==> config.mk <==
export PLATFORM = sky130hd
export DESIGN_NAME = axis_multi_pattern_generator
export DESIGN_NICKNAME = d
export VERILOG_FILES = /design/src/rtl/axis_multi_pattern_generator_pkg.sv /design/src/rtl/axis_sync_fifo.sv /design/src/rtl/axis_multi_pattern_generator.sv
export SDC_FILE = /design/constraint.sdc
export NUM_CORES = 1
export LEC_CHECK = 0
export ABC_AREA = 1
export BUFFER_PORTS_ARGS = -buffer_cell sky130_fd_sc_hd__clkbuf_2
export CORE_AREA = 2 2 270 272
export DETAILED_ROUTE_END_ITERATION = 8
export DIE_AREA = 0 0 272 274
export HOLD_SLACK_MARGIN = 0.05
export PLACE_DENSITY = 0.53
export SYNTH_ARGS = -nofsm -noshare
export SYNTH_HDL_FRONTEND = slang
export SYNTH_SLANG_ARGS = --single-unit
==> constraint.sdc <==
create_clock -name m00_axis_aclk -period 7.35 [get_ports m00_axis_aclk]
set_clock_uncertainty 0.05 [all_clocks]
set_input_delay 1.47 -clock m00_axis_aclk [delete_from_list [all_inputs] [get_ports m00_axis_aclk]]
set_output_delay 1.47 -clock m00_axis_aclk [all_outputs]
set_load 0.03 [all_outputs]
==> src/rtl/axis_multi_pattern_generator_pkg.sv <==
// Shared types and constants for the multi-pattern AXI-Stream generator.
// Mode encodings, generator FSM states and the default LFSR feedback mask.
package axis_multi_pattern_generator_pkg;

    localparam logic [1:0] MODE_CNT   = 2'd0;
    localparam logic [1:0] MODE_LFSR  = 2'd1;
    localparam logic [1:0] MODE_WALK  = 2'd2;
    localparam logic [1:0] MODE_CONST = 2'd3;

    localparam logic [31:0] DEFAULT_LFSR_TAPS = 32'h80200003;

    typedef enum logic [1:0] {
        IDLE,
        LOAD,
        RUN
    } gen_state_t;

endpackage

==> src/rtl/axis_sync_fifo.sv <==
// Synchronous first-word-fall-through FIFO with occupancy output.
// When empty, the output keeps the last word that was read out.
module axis_sync_fifo #(
    parameter int WIDTH      = 33,
    parameter int ADDR_WIDTH = 4
) (
    input  logic                  i_clk,
    input  logic                  i_rst,
    input  logic                  i_wr_en,
    input  logic [WIDTH-1:0]      i_wr_data,
    input  logic                  i_rd_en,
    output logic [WIDTH-1:0]      o_rd_data,
    output logic                  o_empty,
    output logic                  o_full,
    output logic [ADDR_WIDTH:0]   o_level
);

    localparam int DEPTH = 2 ** ADDR_WIDTH;

    logic [WIDTH-1:0]      r_mem [DEPTH];
    logic [ADDR_WIDTH:0]   r_wr_ptr;
    logic [ADDR_WIDTH:0]   r_rd_ptr;
    logic [WIDTH-1:0]      r_hold;
    logic [ADDR_WIDTH:0]   w_level;
    logic                  w_full;
    logic                  w_empty;
    logic                  w_wr;
    logic                  w_rd;
    logic [WIDTH-1:0]      w_head;

    // Extra pointer bit distinguishes full from empty.
    assign w_level = r_wr_ptr - r_rd_ptr;
    assign w_full  = w_level[ADDR_WIDTH];
    assign w_empty = (w_level == '0);
    assign w_wr    = i_wr_en & ~w_full;
    assign w_rd    = i_rd_en & ~w_empty;
    assign w_head  = r_mem[r_rd_ptr[ADDR_WIDTH-1:0]];

    // Storage array, written on accepted pushes only.
    always_ff @(posedge i_clk) begin
        if (w_wr) begin
            r_mem[r_wr_ptr[ADDR_WIDTH-1:0]] <= i_wr_data;
        end
    end

    // Read/write pointers.
    always_ff @(posedge i_clk) begin
        if (i_rst) begin
            r_wr_ptr <= '0;
            r_rd_ptr <= '0;
        end else begin
            if (w_wr) r_wr_ptr <= r_wr_ptr + 1'b1;
            if (w_rd) r_rd_ptr <= r_rd_ptr + 1'b1;
        end
    end

    // Remember the last word popped so the output holds while empty.
    always_ff @(posedge i_clk) begin
        if (i_rst) begin
            r_hold <= '0;
        end else if (w_rd) begin
            r_hold <= w_head;
        end
    end

    assign o_rd_data = w_empty ? r_hold : w_head;
    assign o_empty   = w_empty;
    assign o_full    = w_full;
    assign o_level   = w_level;

endmodule

==> src/rtl/axis_multi_pattern_generator.sv <==
// AXI-Stream master producing framed packets of selectable data patterns.
// Generator FSM feeds an FWFT FIFO; packets always finish once started.
module axis_multi_pattern_generator
    import axis_multi_pattern_generator_pkg::*;
#(
    parameter int          DATA_SIZE     = 32,
    parameter int          ADDR_WIDTH    = 4,
    parameter int          PKT_LEN_WIDTH = 8,
    parameter logic [31:0] LFSR_TAPS     = DEFAULT_LFSR_TAPS
) (
    input  logic                       m00_axis_aclk,
    input  logic                       m00_axis_areset,
    input  logic                       m00_axis_enable,
    input  logic [1:0]                 m00_axis_mode,
    input  logic [DATA_SIZE-1:0]       m00_axis_seed,
    input  logic [PKT_LEN_WIDTH-1:0]   m00_axis_pkt_len,
    input  logic                       m00_axis_tready,
    output logic [DATA_SIZE-1:0]       m00_axis_tdata,
    output logic [DATA_SIZE/8-1:0]     m00_axis_tstrb,
    output logic                       m00_axis_tvalid,
    output logic                       m00_axis_tlast,
    output logic [ADDR_WIDTH:0]        m00_axis_fifo_level,
    output logic [15:0]                m00_axis_pkt_count
);

    localparam logic [DATA_SIZE-1:0] TAPS = DATA_SIZE'(LFSR_TAPS);

    gen_state_t                r_state;
    gen_state_t                w_next;
    logic [1:0]                r_mode;
    logic [PKT_LEN_WIDTH-1:0]  r_len;
    logic [PKT_LEN_WIDTH-1:0]  r_beat;
    logic [DATA_SIZE-1:0]      r_pattern;
    logic                      r_first;
    logic [15:0]               r_pkt_count;
    logic [PKT_LEN_WIDTH-1:0]  w_len_in;
    logic [DATA_SIZE-1:0]      w_pat_next;
    logic [DATA_SIZE-1:0]      w_pat_init;
    logic [DATA_SIZE-1:0]      w_seed_nz;
    logic                      w_last;
    logic                      w_wr;
    logic                      w_full;
    logic                      w_empty;
    logic [DATA_SIZE:0]        w_fifo_out;

    function automatic logic [DATA_SIZE-1:0] f_lfsr(
        input logic [DATA_SIZE-1:0] v
    );
        return (v >> 1) ^ (v[0] ? TAPS : '0);
    endfunction

    assign w_len_in  = (m00_axis_pkt_len == '0) ?
                       PKT_LEN_WIDTH'(1) : m00_axis_pkt_len;
    assign w_seed_nz = (m00_axis_seed == '0) ?
                       DATA_SIZE'(1) : m00_axis_seed;
    assign w_last    = (r_beat == r_len - PKT_LEN_WIDTH'(1));
    assign w_wr      = (r_state == RUN) && !w_full;

    // Next-state decode; a packet only ends on its last accepted write.
    always_comb begin
        w_next = r_state;
        unique case (r_state)
            IDLE: if (m00_axis_enable) w_next = LOAD;
            LOAD: w_next = RUN;
            RUN: begin
                if (w_wr && w_last) begin
                    w_next = m00_axis_enable ? LOAD : IDLE;
                end
            end
            default: w_next = IDLE;
        endcase
    end

    // Pattern start value and per-beat advance.
    always_comb begin
        w_pat_init = m00_axis_seed;
        w_pat_next = r_pattern;
        unique case (m00_axis_mode)
            MODE_LFSR: w_pat_init = f_lfsr(w_seed_nz);
            MODE_WALK: w_pat_init = DATA_SIZE'(1);
            default:   w_pat_init = m00_axis_seed;
        endcase
        unique case (r_mode)
            MODE_CNT:  w_pat_next = r_pattern + DATA_SIZE'(1);
            MODE_LFSR: w_pat_next = f_lfsr(r_pattern);
            MODE_WALK: w_pat_next = {r_pattern[DATA_SIZE-2:0],
                                     r_pattern[DATA_SIZE-1]};
            default:   w_pat_next = r_pattern;
        endcase
    end

    // FSM state register.
    always_ff @(posedge m00_axis_aclk) begin
        if (m00_axis_areset) r_state <= IDLE;
        else                 r_state <= w_next;
    end

    // Packet parameters, pattern register and beat counter.
    always_ff @(posedge m00_axis_aclk) begin
        if (m00_axis_areset) begin
            r_mode    <= MODE_CNT;
            r_len     <= PKT_LEN_WIDTH'(1);
            r_beat    <= '0;
            r_pattern <= '0;
            r_first   <= 1'b1;
        end else begin
            unique case (r_state)
                IDLE: r_first <= 1'b1;
                LOAD: begin
                    r_mode  <= m00_axis_mode;
                    r_len   <= w_len_in;
                    r_beat  <= '0;
                    r_first <= 1'b0;
                    if (r_first) r_pattern <= w_pat_init;
                end
                RUN: begin
                    if (w_wr) begin
                        r_pattern <= w_pat_next;
                        r_beat    <= w_last ? '0 : r_beat + 1'b1;
                    end
                end
                default: r_first <= 1'b1;
            endcase
        end
    end

    // Count packets whose final beat was taken downstream.
    always_ff @(posedge m00_axis_aclk) begin
        if (m00_axis_areset) begin
            r_pkt_count <= '0;
        end else if (!w_empty && m00_axis_tready && w_fifo_out[DATA_SIZE]) begin
            r_pkt_count <= r_pkt_count + 16'd1;
        end
    end

    axis_sync_fifo #(
        .WIDTH      (DATA_SIZE + 1),
        .ADDR_WIDTH (ADDR_WIDTH)
    ) u_fifo (
        .i_clk     (m00_axis_aclk),
        .i_rst     (m00_axis_areset),
        .i_wr_en   (w_wr),
        .i_wr_data ({w_last, r_pattern}),
        .i_rd_en   (m00_axis_tready),
        .o_rd_data (w_fifo_out),
        .o_empty   (w_empty),
        .o_full    (w_full),
        .o_level   (m00_axis_fifo_level)
    );

    assign m00_axis_tdata     = w_fifo_out[DATA_SIZE-1:0];
    assign m00_axis_tlast     = w_fifo_out[DATA_SIZE];
    assign m00_axis_tvalid    = !w_empty;
    assign m00_axis_tstrb     = '1;
    assign m00_axis_pkt_count = r_pkt_count;

endmodule

==> impl_metrics.ini, run 1 <==
[layout]
area_growth_syn_to_layout_pct = 13.0
nets = 2855
diodes = 0
n_fill_cell = 6740
utilization = 0.445
drive_above_1_share = 0.0958

[clock_network]
cts_tree = built
htreeDepth = 3
post_cts_resized = 0
numCtsBuffers = 72
cts_setup_buffers = 0
clk_pin_slew_worst_paths_ps = 60
clock_path_buffers = 3
cts_sinks = 644
worstSkewPairLatency_ps = 610
hold_buffers = 0
cts_root_buffer = clkbuf_16

[job]
cap_violations = 0

[sta]
fin_setup_tns_ps = 0
fin_crit_ps = 5440
finalMaxSlewViolations = 0
slew_headroom = 0.237
fmax_ghz = 0.184
fin_crit_sh = 0.740
finalHoldViolations = 0
worstMarginPinSlew_ps = 1140
rsz0062_at_grt = false
setup_viol_count_final = 0

[place]
portBuffers = 100
place_hpwl_um = 45700
routabilityCongestion = 0.878

[logic_synthesis]
yosysTopAreaCell = edfxtp_1
synth_cell_types = 44
synthesis.area_mm2 = 0.0283
netlist_top_cells_area = edfxtp_1 56%, dfxtp_1 8.2%, nor2_1 7.1%
synth-seq-cells = 644
yosys_warnings = 0
seq_area_frac_synth = 0.642
synth-async-reset-ratio = 0
syn_area_per_cell_um2 = 10.3
yosys_most_used_dff = edfxtp_1
synth_edf_count = 528
syn_inst = 2751
synth.top_cell.area_share = 0.560

[detailed_routing]
avgRoutedWirePerCell_um = 22.2
first_pass_iters = 5
num_vias = 21200
ant_nets = 0
drt-vias-per-instance = 5.56
drt_iter0_drc = 2079
route.detailed.drc = 0
drt_wl_total_um = 84400

[floorplanning]
rows = 99
die_area_mm2 = 0.0745
die_w_um = 272
die_h_um = 274
io_pins = 105
core-area_mm2 = 0.0720
start_util = 0.394

[setup_path]
path_class = flip-flop to output pin
cp-end-kind = output pin
worst-r2r-cell-count = 13
regToRegSetupSlack_ps = 3450
start_kind = flip-flop
critPathArrivalTime_ps = 3920
rr_startpoint = u_fifo.r_wr_ptr[0]$_SDFFE_PP0P_
worstPathRequired_ps = 5830
cp_max_fo = 59

[min_path]
holdCritPathClass = flip-flop to flip-flop
hold_depth = 2
whs_endpoint = u_fifo.r_hold[32]$_SDFFE_PP0P_
hp-start = u_fifo.r_hold[32]$_SDFFE_PP0P_

[global_routing]
grt_pass1_vias = 20100
antenna_found_initial = 7
gr-total-overflow = 0
grt_usage = 0.224
grt_pass1_wl_um = 126000
grt_max_degree = 135

[power]
irDropWorstVdd_uv = 162
powerDensity_mw_per_mm2 = 290
total_leakage_power_nw = 11.0

[run_status]
status = completed
[report_power, final]
group | total [W] | internal (W) | switching (W)
clock | 0.00352 | 0.00208 | 0.00143
sequential | 0.00428 | 0.00408 | 0.000193
combinational | 0.00148 | 0.000403 | 0.00108
total | 0.00927 | 0.00657 | 0.00270
[metal layers]
| layer | vias to the layer above | share of wire | track usage |
|---|---|---|---|
| met5 | - | 0.00015 | 0 |
| met4 | 2 | 0.020 | 0.0667 |
| met3 | 114 | 0.063 | 0.0297 |
| met2 | 712 | 0.47 | 0.368 |
| met1 | 10500 | 0.44 | 0.309 |
| li1 | 9877 | - | - |
[state kept, by name (all words and copies together) (netlist names), named ones only]
name,cells
r_state,2
m00_axis_pkt_count,16
r_mode,2
u_fifo.r_hold,33
r_first,1
r_beat,8
u_fifo.r_rd_ptr,5
u_fifo.r_mem,528
r_pattern,32
r_len,8
u_fifo.r_wr_ptr,5
[synthesized netlist by cell type (all sizes together) (2+ instances only)]
cell / instances
nor2: 539
nand3: 121
buf: 54
a31oi: 25
nand3b: 2
xor2: 28
o21bai: 2
ha: 18
clkinv: 6
xnor2: 9
o22ai: 45
clkbuf: 118
nand4: 13
o211ai: 64
a21oi: 108
o21ai: 379
dfxtp: 116
nor3: 14
nand2: 337
inv: 123
a221oi: 7
edfxtp: 528
o221ai: 77
a22oi: 9
[worst max-delay path, cell delays in order, from the launching register on]
cell	delay (ps)
dfxtp_1	380
inv_1	120
ha_1	190
inv_1	80
fa_1	440
or2_2	300
nor2_1	110
nand3_1	90
nor2_2	110
buf_4	270
inv_4	340
a31oi_1	560
clkbuf_2	310
[metrics by stage]
stage | instance area, um2 | std cells | total power, W | setup WS (ps) | hold WS [ps]
after floorplan | 28300 | 2754 | 0.00532 | 2850 | 389
after global placement | 29700 | 3675 | 0.00581 | 2580 | 403
after detailed placement | 29700 | 3675 | 0.00583 | 2470 | 407
after CTS | 32000 | 3808 | 0.00934 | 1810 | 417
after global routing | 32000 | 3808 | 0.00965 | 1630 | 442
final | 32000 | 3808 | 0.00927 | 1910 | 417
[placed cells by master, fill, tap and decap left out, drive strengths merged, types with 2 or more instances in the layout]
cell	instances
a221oi	7
nand4	13
edfxtp	528
clkinv	24
a31oi	25
xnor2	9
buf	34
nand3	121
o21bai	2
bufinv	3
conb	4
dfxtp	116
a22oi	9
o21ai	379
clkinvlp	3
nand2	337
nor3	14
o211ai	64
a21oi	108
xor2	28
nand3b	2
o22ai	45
inv	127
o221ai	77
ha	18
clkbuf	205
nor2	539
[cells by family after synthesis]
kind of cell    share of synthesized area
xor+xnor                           0.0114
fa+ha+maj                         0.00866
mux                              0.000353
other cells                      0.000132
flops                               0.642
compound gates                      0.147
simple gates                        0.146
buf+inv                            0.0440
[how the worst max path moves through the flow]
stage	from	end	slack (ps)	cells after the start
2_1_floorplan	u_fifo.r_wr_ptr[0]$_SDFFE_PP0P_	m00_axis_tdata[11]	2850	13
3_3_place_gp	u_fifo.r_wr_ptr[0]$_SDFFE_PP0P_	m00_axis_tdata[26]	2580	12
3_5_place_dp	u_fifo.r_wr_ptr[0]$_SDFFE_PP0P_	m00_axis_tdata[26]	2470	12
4_1_cts	u_fifo.r_wr_ptr[0]$_SDFFE_PP0P_	m00_axis_tdata[26]	1810	12
5_1_grt	u_fifo.r_wr_ptr[0]$_SDFFE_PP0P_	m00_axis_tdata[16]	1630	15
6_report	u_fifo.r_wr_ptr[0]$_SDFFE_PP0P_	m00_axis_tdata[26]	1910	12
[layout make-up]
type | instances | area [um2] | area share
Clock buffer | 105 | 2090 | 0.0653
Clock inverter | 28 | 229 | 0.00715
Inverter | 129 | 492 | 0.0154
Multi-Input combinational cell | 1809 | 9030 | 0.282
Sequential cell | 644 | 18200 | 0.568
Tap cell | 959 | 1200 | 0.0375
Timing Repair Buffer | 134 | 768 | 0.0240
No activity file was read; power rests on OpenSTA's default activity.
==> run 2: changes to the inputs <==
==> constraint.sdc (replaced) <==
create_clock -name m00_axis_aclk -period 5.45 [get_ports m00_axis_aclk]
set_clock_uncertainty 0.05 [all_clocks]
set_input_delay 1.09 -clock m00_axis_aclk [delete_from_list [all_inputs] [get_ports m00_axis_aclk]]
set_output_delay 1.09 -clock m00_axis_aclk [all_outputs]
set_load 0.03 [all_outputs]
==> impl_metrics.ini, run 2 (synthesis gave the netlist of run 1 again) <==
[power]
irDropWorstVdd_uv = 238
powerDensity_mw_per_mm2 = 390
total_leakage_power_nw = 11.1

[global_routing]
antenna_found_initial = 3
gr-total-overflow = 0
grt_max_degree = 166
grt_usage = 0.226
grt_pass1_wl_um = 127000
grt_pass1_vias = 20400

[clock_network]
clk_pin_slew_worst_paths_ps = 60
cts_root_buffer = clkbuf_16
hold_buffers = 0
numCtsBuffers = 71
cts_sinks = 644
post_cts_resized = 0
worstSkewPairLatency_ps = 610
cts_tree = built
cts_setup_buffers = 0
clock_path_buffers = 3
htreeDepth = 3

[min_path]
whs_endpoint = u_fifo.r_hold[32]$_SDFFE_PP0P_
hp-start = u_fifo.r_hold[32]$_SDFFE_PP0P_
hold_depth = 2
holdCritPathClass = flip-flop to flip-flop

[layout]
multiInputGateArea_mm2 = 0.00903
final_cell_mix = 528 x edfxtp_1, 521 x nor2_1, 368 x o21ai_0
n_fill_cell = 6696
largest_register_ffs = 528
post-route-cell-area_mm2 = 0.0321
fin_cells = 3817
diodes = 0
area_growth_syn_to_layout_pct = 13.4
drive_above_1_share = 0.101
final_common_cell = edfxtp_1
regArea_mm2 = 0.0182
nets = 2866
utilization = 0.446

[detailed_routing]
ant_nets = 0
avgRoutedWirePerCell_um = 22.2
first_pass_iters = 6
drt-vias-per-instance = 5.58
drt_iter0_drc = 2119
route.detailed.drc = 0
num_vias = 21300
drt_wl_total_um = 84700

[job]
cap_violations = 0

[floorplanning]
start_util = 0.394
die_area_mm2 = 0.0745
io_pins = 105
rows = 99
core-area_mm2 = 0.0720
die_h_um = 274
die_w_um = 272

[sta]
slew_headroom = 0.236
setup_viol_count_final = 0
fin_setup_tns_ps = 0
rsz0062_at_grt = false
fin_crit_sh = 0.882
finalHoldViolations = 0
finalMaxSlewViolations = 0
fmax_ghz = 0.208
fin_crit_ps = 4810
worstMarginPinSlew_ps = 1140

[place]
place_hpwl_um = 49600
portBuffers = 100
dp.cells = 3687
placed_cell_area_mm2 = 0.0298
routabilityCongestion = 0.876

[run_status]
status = completed

[setup_path]
cp_max_fo = 59
timing.rr.end = u_fifo.r_mem[9][28]$_DFFE_PP_
critPathArrivalTime_ps = 3670
path_class = flip-flop to output pin
worst-r2r-cell-count = 12
start_kind = flip-flop
rr_startpoint = u_fifo.r_wr_ptr[0]$_SDFFE_PP0P_
worstPathRequired_ps = 4310
regToRegSetupSlack_ps = 1720
cp-end-kind = output pin
[run 2: cell types whose count changed in the layout (fill, tap and decap cells not counted), moves of 3 or more]
cell,before,now
clkbuf_16,76,72
buf_4,33,42
clkinv_1,13,18
buf_12,1,4
clkbuf_8,8,3
bufinv_16,3,6
clkinv_2,9,13
clkbuf_1,21,10
[run 2: power by group]
group	switching (W)	total (W)	internal (W)
combinational	0.00146	0.00202	0.000561
clock	0.00198	0.00475	0.00277
sequential	0.000242	0.00575	0.00551
[run 2: worst max-delay path, cell delays in order, from the launching register on]
cell      delay (ps)
dfxtp_1          380
inv_1            110
ha_1             190
inv_1             90
fa_1             440
or2_2            300
nor2_1           100
nand3_1           90
nor2_2           140
buf_4            330
inv_4            310
a31oi_1          280
clkbuf_2         240
[run 2: worst max path at each step]
| stage | from | endpoint | depth (start not counted) |
|---|---|---|---|
| 6_report | u_fifo.r_wr_ptr[0]$_SDFFE_PP0P_ | m00_axis_tdata[27] | 12 |
| 5_1_grt | u_fifo.r_wr_ptr[0]$_SDFFE_PP0P_ | m00_axis_tdata[3] | 12 |
| 4_1_cts | u_fifo.r_wr_ptr[0]$_SDFFE_PP0P_ | m00_axis_tdata[3] | 12 |
| 3_5_place_dp | u_fifo.r_wr_ptr[0]$_SDFFE_PP0P_ | m00_axis_tdata[3] | 12 |
| 3_3_place_gp | u_fifo.r_wr_ptr[0]$_SDFFE_PP0P_ | m00_axis_tdata[27] | 12 |
| 2_1_floorplan | u_fifo.r_wr_ptr[0]$_SDFFE_PP0P_ | m00_axis_tdata[11] | 13 |
[run 2: cell type report]
class / count / share of cell area
multi-input cells: 1809 / 0.281
flip-flops and latches: 644 / 0.566
well taps: 959 / 0.0374
repair buffers: 146 / 0.0279
clock buffers: 85 / 0.0585
inverters: 129 / 0.0153
clock inverters: 45 / 0.0134
[run 2: per-layer routing]
layer / share of wire / global-route usage / wire length [um]
met1: 0.44 / 0.309 / 37000
met2: 0.47 / 0.370 / 40100
met3: 0.067 / 0.0365 / 5700
met4: 0.022 / 0.0684 / 1900
met5: 0 / 0 / 0
[run 2: stage by stage]
stage | total power [W] | worst slack [ps] | hold WS [ps]
after detailed placement | 0.00787 | 1230 | 415
after floorplan | 0.00717 | 1330 | 389
after global placement | 0.00783 | 1300 | 400
after CTS | 0.0126 | 563 | 423
final | 0.0125 | 643 | 424
after global routing | 0.0130 | 422 | 460
==> run 3: changes to the inputs <==
--- a/config.mk
+++ b/config.mk
@@ -7,11 +7,12 @@
 export LEC_CHECK = 0
 export ABC_AREA = 1
 export BUFFER_PORTS_ARGS = -buffer_cell sky130_fd_sc_hd__clkbuf_2
-export CORE_AREA = 2 2 270 272
+export CORE_AREA = 2 2 274 276
 export DETAILED_ROUTE_END_ITERATION = 8
-export DIE_AREA = 0 0 272 274
+export DIE_AREA = 0 0 276 278
 export HOLD_SLACK_MARGIN = 0.05
 export PLACE_DENSITY = 0.53
 export SYNTH_ARGS = -nofsm -noshare
 export SYNTH_HDL_FRONTEND = slang
+export SYNTH_HIERARCHICAL = 1
 export SYNTH_SLANG_ARGS = --single-unit
==> impl_metrics.ini, run 3 <==
[logic_synthesis]
synthesis.area_mm2 = 0.0293
synth-seq-cells = 644
synth-async-reset-ratio = 0
synth.most_common_cell = nand2_1
synth_edf_count = 528
netlist_top_cells_area = edfxtp_1 54%, nand2_1 12%, dfxtp_1 7.9%
seq_area_frac_synth = 0.620
yosys_most_used_dff = edfxtp_1
synth.top_cell.area_share = 0.541
synth_cell_types = 45
yosysTopAreaCell = edfxtp_1
syn_area_per_cell_um2 = 9.31
yosys_warnings = 6
syn_inst = 3148
synth_common_cells = 948 x nand2_1, 528 x edfxtp_1, 430 x nor2_1

[power]
irDropWorstVdd_uv = 200
powerDensity_mw_per_mm2 = 372
total_leakage_power_nw = 12.5

[sta]
whs_ps = 421
setup_viol_count_final = 0
fin_setup_tns_ps = 0
fin_crit_sh = 0.878
rsz0062_at_grt = false
slew_headroom = 0.162
fmax_ghz = 0.209
worst_slack_ps = 664
worstMarginPinSlew_ps = 1250
fin_crit_ps = 4790
finalMaxSlewViolations = 0
finalHoldViolations = 0

[layout]
final_cell_mix = 948 x nand2_1, 528 x edfxtp_1, 414 x nor2_1
largest_register_ffs = 528
diodes = 0
area_growth_syn_to_layout_pct = 12.2
n_fill_cell = 7097
final_common_cell = nand2_1
drive_above_1_share = 0.0895
nets = 3264

[clock_network]
post_cts_resized = 0
hold_buffers = 0
cts_root_buffer = clkbuf_16
clock_path_buffers = 3
numCtsBuffers = 70
clk_pin_slew_worst_paths_ps = 60
htreeDepth = 3
cts_setup_buffers = 0
worstSkewPairLatency_ps = 610
cts_tree = built
cts_sinks = 644

[global_routing]
antenna_found_initial = 0
grt_pass1_vias = 21300
grt_usage = 0.217
grt_max_degree = 98
gr-total-overflow = 0
grt_pass1_wl_um = 128000

[detailed_routing]
avgRoutedWirePerCell_um = 19.8
route.detailed.drc = 0
ant_nets = 0
first_pass_iters = 6
drt_wl_total_um = 83400
num_vias = 22000
drt-vias-per-instance = 5.22
drt_iter0_drc = 1840

[floorplanning]
core-area_mm2 = 0.0738
start_util = 0.397
die_h_um = 278
io_pins = 105
rows = 100
die_area_mm2 = 0.0767
die_w_um = 276

[setup_path]
start_kind = flip-flop
max_stage_delay_ps = 430
critical-path-slowest-cell = fa_1
cpMostUsedCell = inv_1
worstPathRequired_ps = 4310
critPathArrivalTime_ps = 3650
path_class = flip-flop to output pin
crit_chain = inv_1 > ha_1 > inv_1 > fa_1 > or2_1 > nor2_1 > nand3_4 > buf_4 > o21ai_1 > clkbuf_2
cp-end-kind = output pin
cp_max_fo = 62
worstSetupStartpoint = u_fifo/r_wr_ptr[0]$_SDFFE_PP0P_
rr_startpoint = u_fifo/r_wr_ptr[0]$_SDFFE_PP0P_

[run_status]
status = completed

[place]
routabilityCongestion = 0.914
portBuffers = 100
place_hpwl_um = 51400
post-place-ws_ps = 1220

[min_path]
hp-start = m00_axis_pkt_count[15]$_SDFFE_PP0P_
holdCritPathClass = flip-flop to flip-flop

[job]
cap_violations = 0
run 3: cells by family (layout without fill, tap and decap cells):
group           after synthesis  count (layout)  share of synthesized area
simple gates               1667            1667                      0.229
xor+xnor                     28              28                    0.00837
fa+ha+maj                    19              19                    0.00837
compound gates              432             432                     0.0778
flops                       644             644                      0.620
buf+inv                     357             458                     0.0565
other cells                   1               4                   0.000128
run 3: worst paths after layout:
kind / end / slack, ps / cells past startpoint
worst max-delay path: m00_axis_tlast / 660 / 10
worst min-delay path: m00_axis_pkt_count[15]$_SDFFE_PP0P_ / 420 / 2
worst max register to register: m00_axis_pkt_count[15]$_SDFFE_PP0P_ / 1190 / 18
worst min register to register: m00_axis_pkt_count[15]$_SDFFE_PP0P_ / 420 / 2
run 3: worst max-delay path, delay by kind of cell, from the launching register on:
kind	cells	cell delay, ps
buffers and inverters	4	870
AND/OR/NAND/NOR	3	690
adder cells (fa/ha/maj)	2	650
AO/OA/AOI/OAI	1	410
flip-flops	1	390
run 3: routing by layer:
metal,part of all wire,track usage,wire length [um]
met3,0.051,0.0257,4210
met4,0.031,0.0688,2610
met5,0,0,0
met1,0.45,0.296,37200
met2,0.47,0.362,39400
run 3: final cells by class:
class	count	area (um2)	share of cell area
inverter	184	702	0.0213
multi-input combinational	2150	9620	0.292
clock buffer	90	1890	0.0574
timing repair buffer	149	968	0.0294
clock inverter	35	312	0.00947
sequential	644	18200	0.553
tap	969	1210	0.0369
run 3: per-stage QoR:
step	cell area [um2]	instances	power, W	utilization
2_1_floorplan	29300	3151	0.00715	-
3_3_place_gp	30700	4096	0.00780	0.416
3_5_place_dp	30700	4096	0.00782	0.416
4_1_cts	32900	4221	0.0124	0.445
5_1_grt	32900	4221	0.0128	0.445
6_report	32900	4221	0.0122	0.445
run 3: power by group:
group | switching, W | internal, W | total (W)
combinational | 0.00151 | 0.000553 | 0.00206
clock | 0.00194 | 0.00261 | 0.00455
sequential | 0.000171 | 0.00547 | 0.00564
total | 0.00362 | 0.00863 | 0.0122
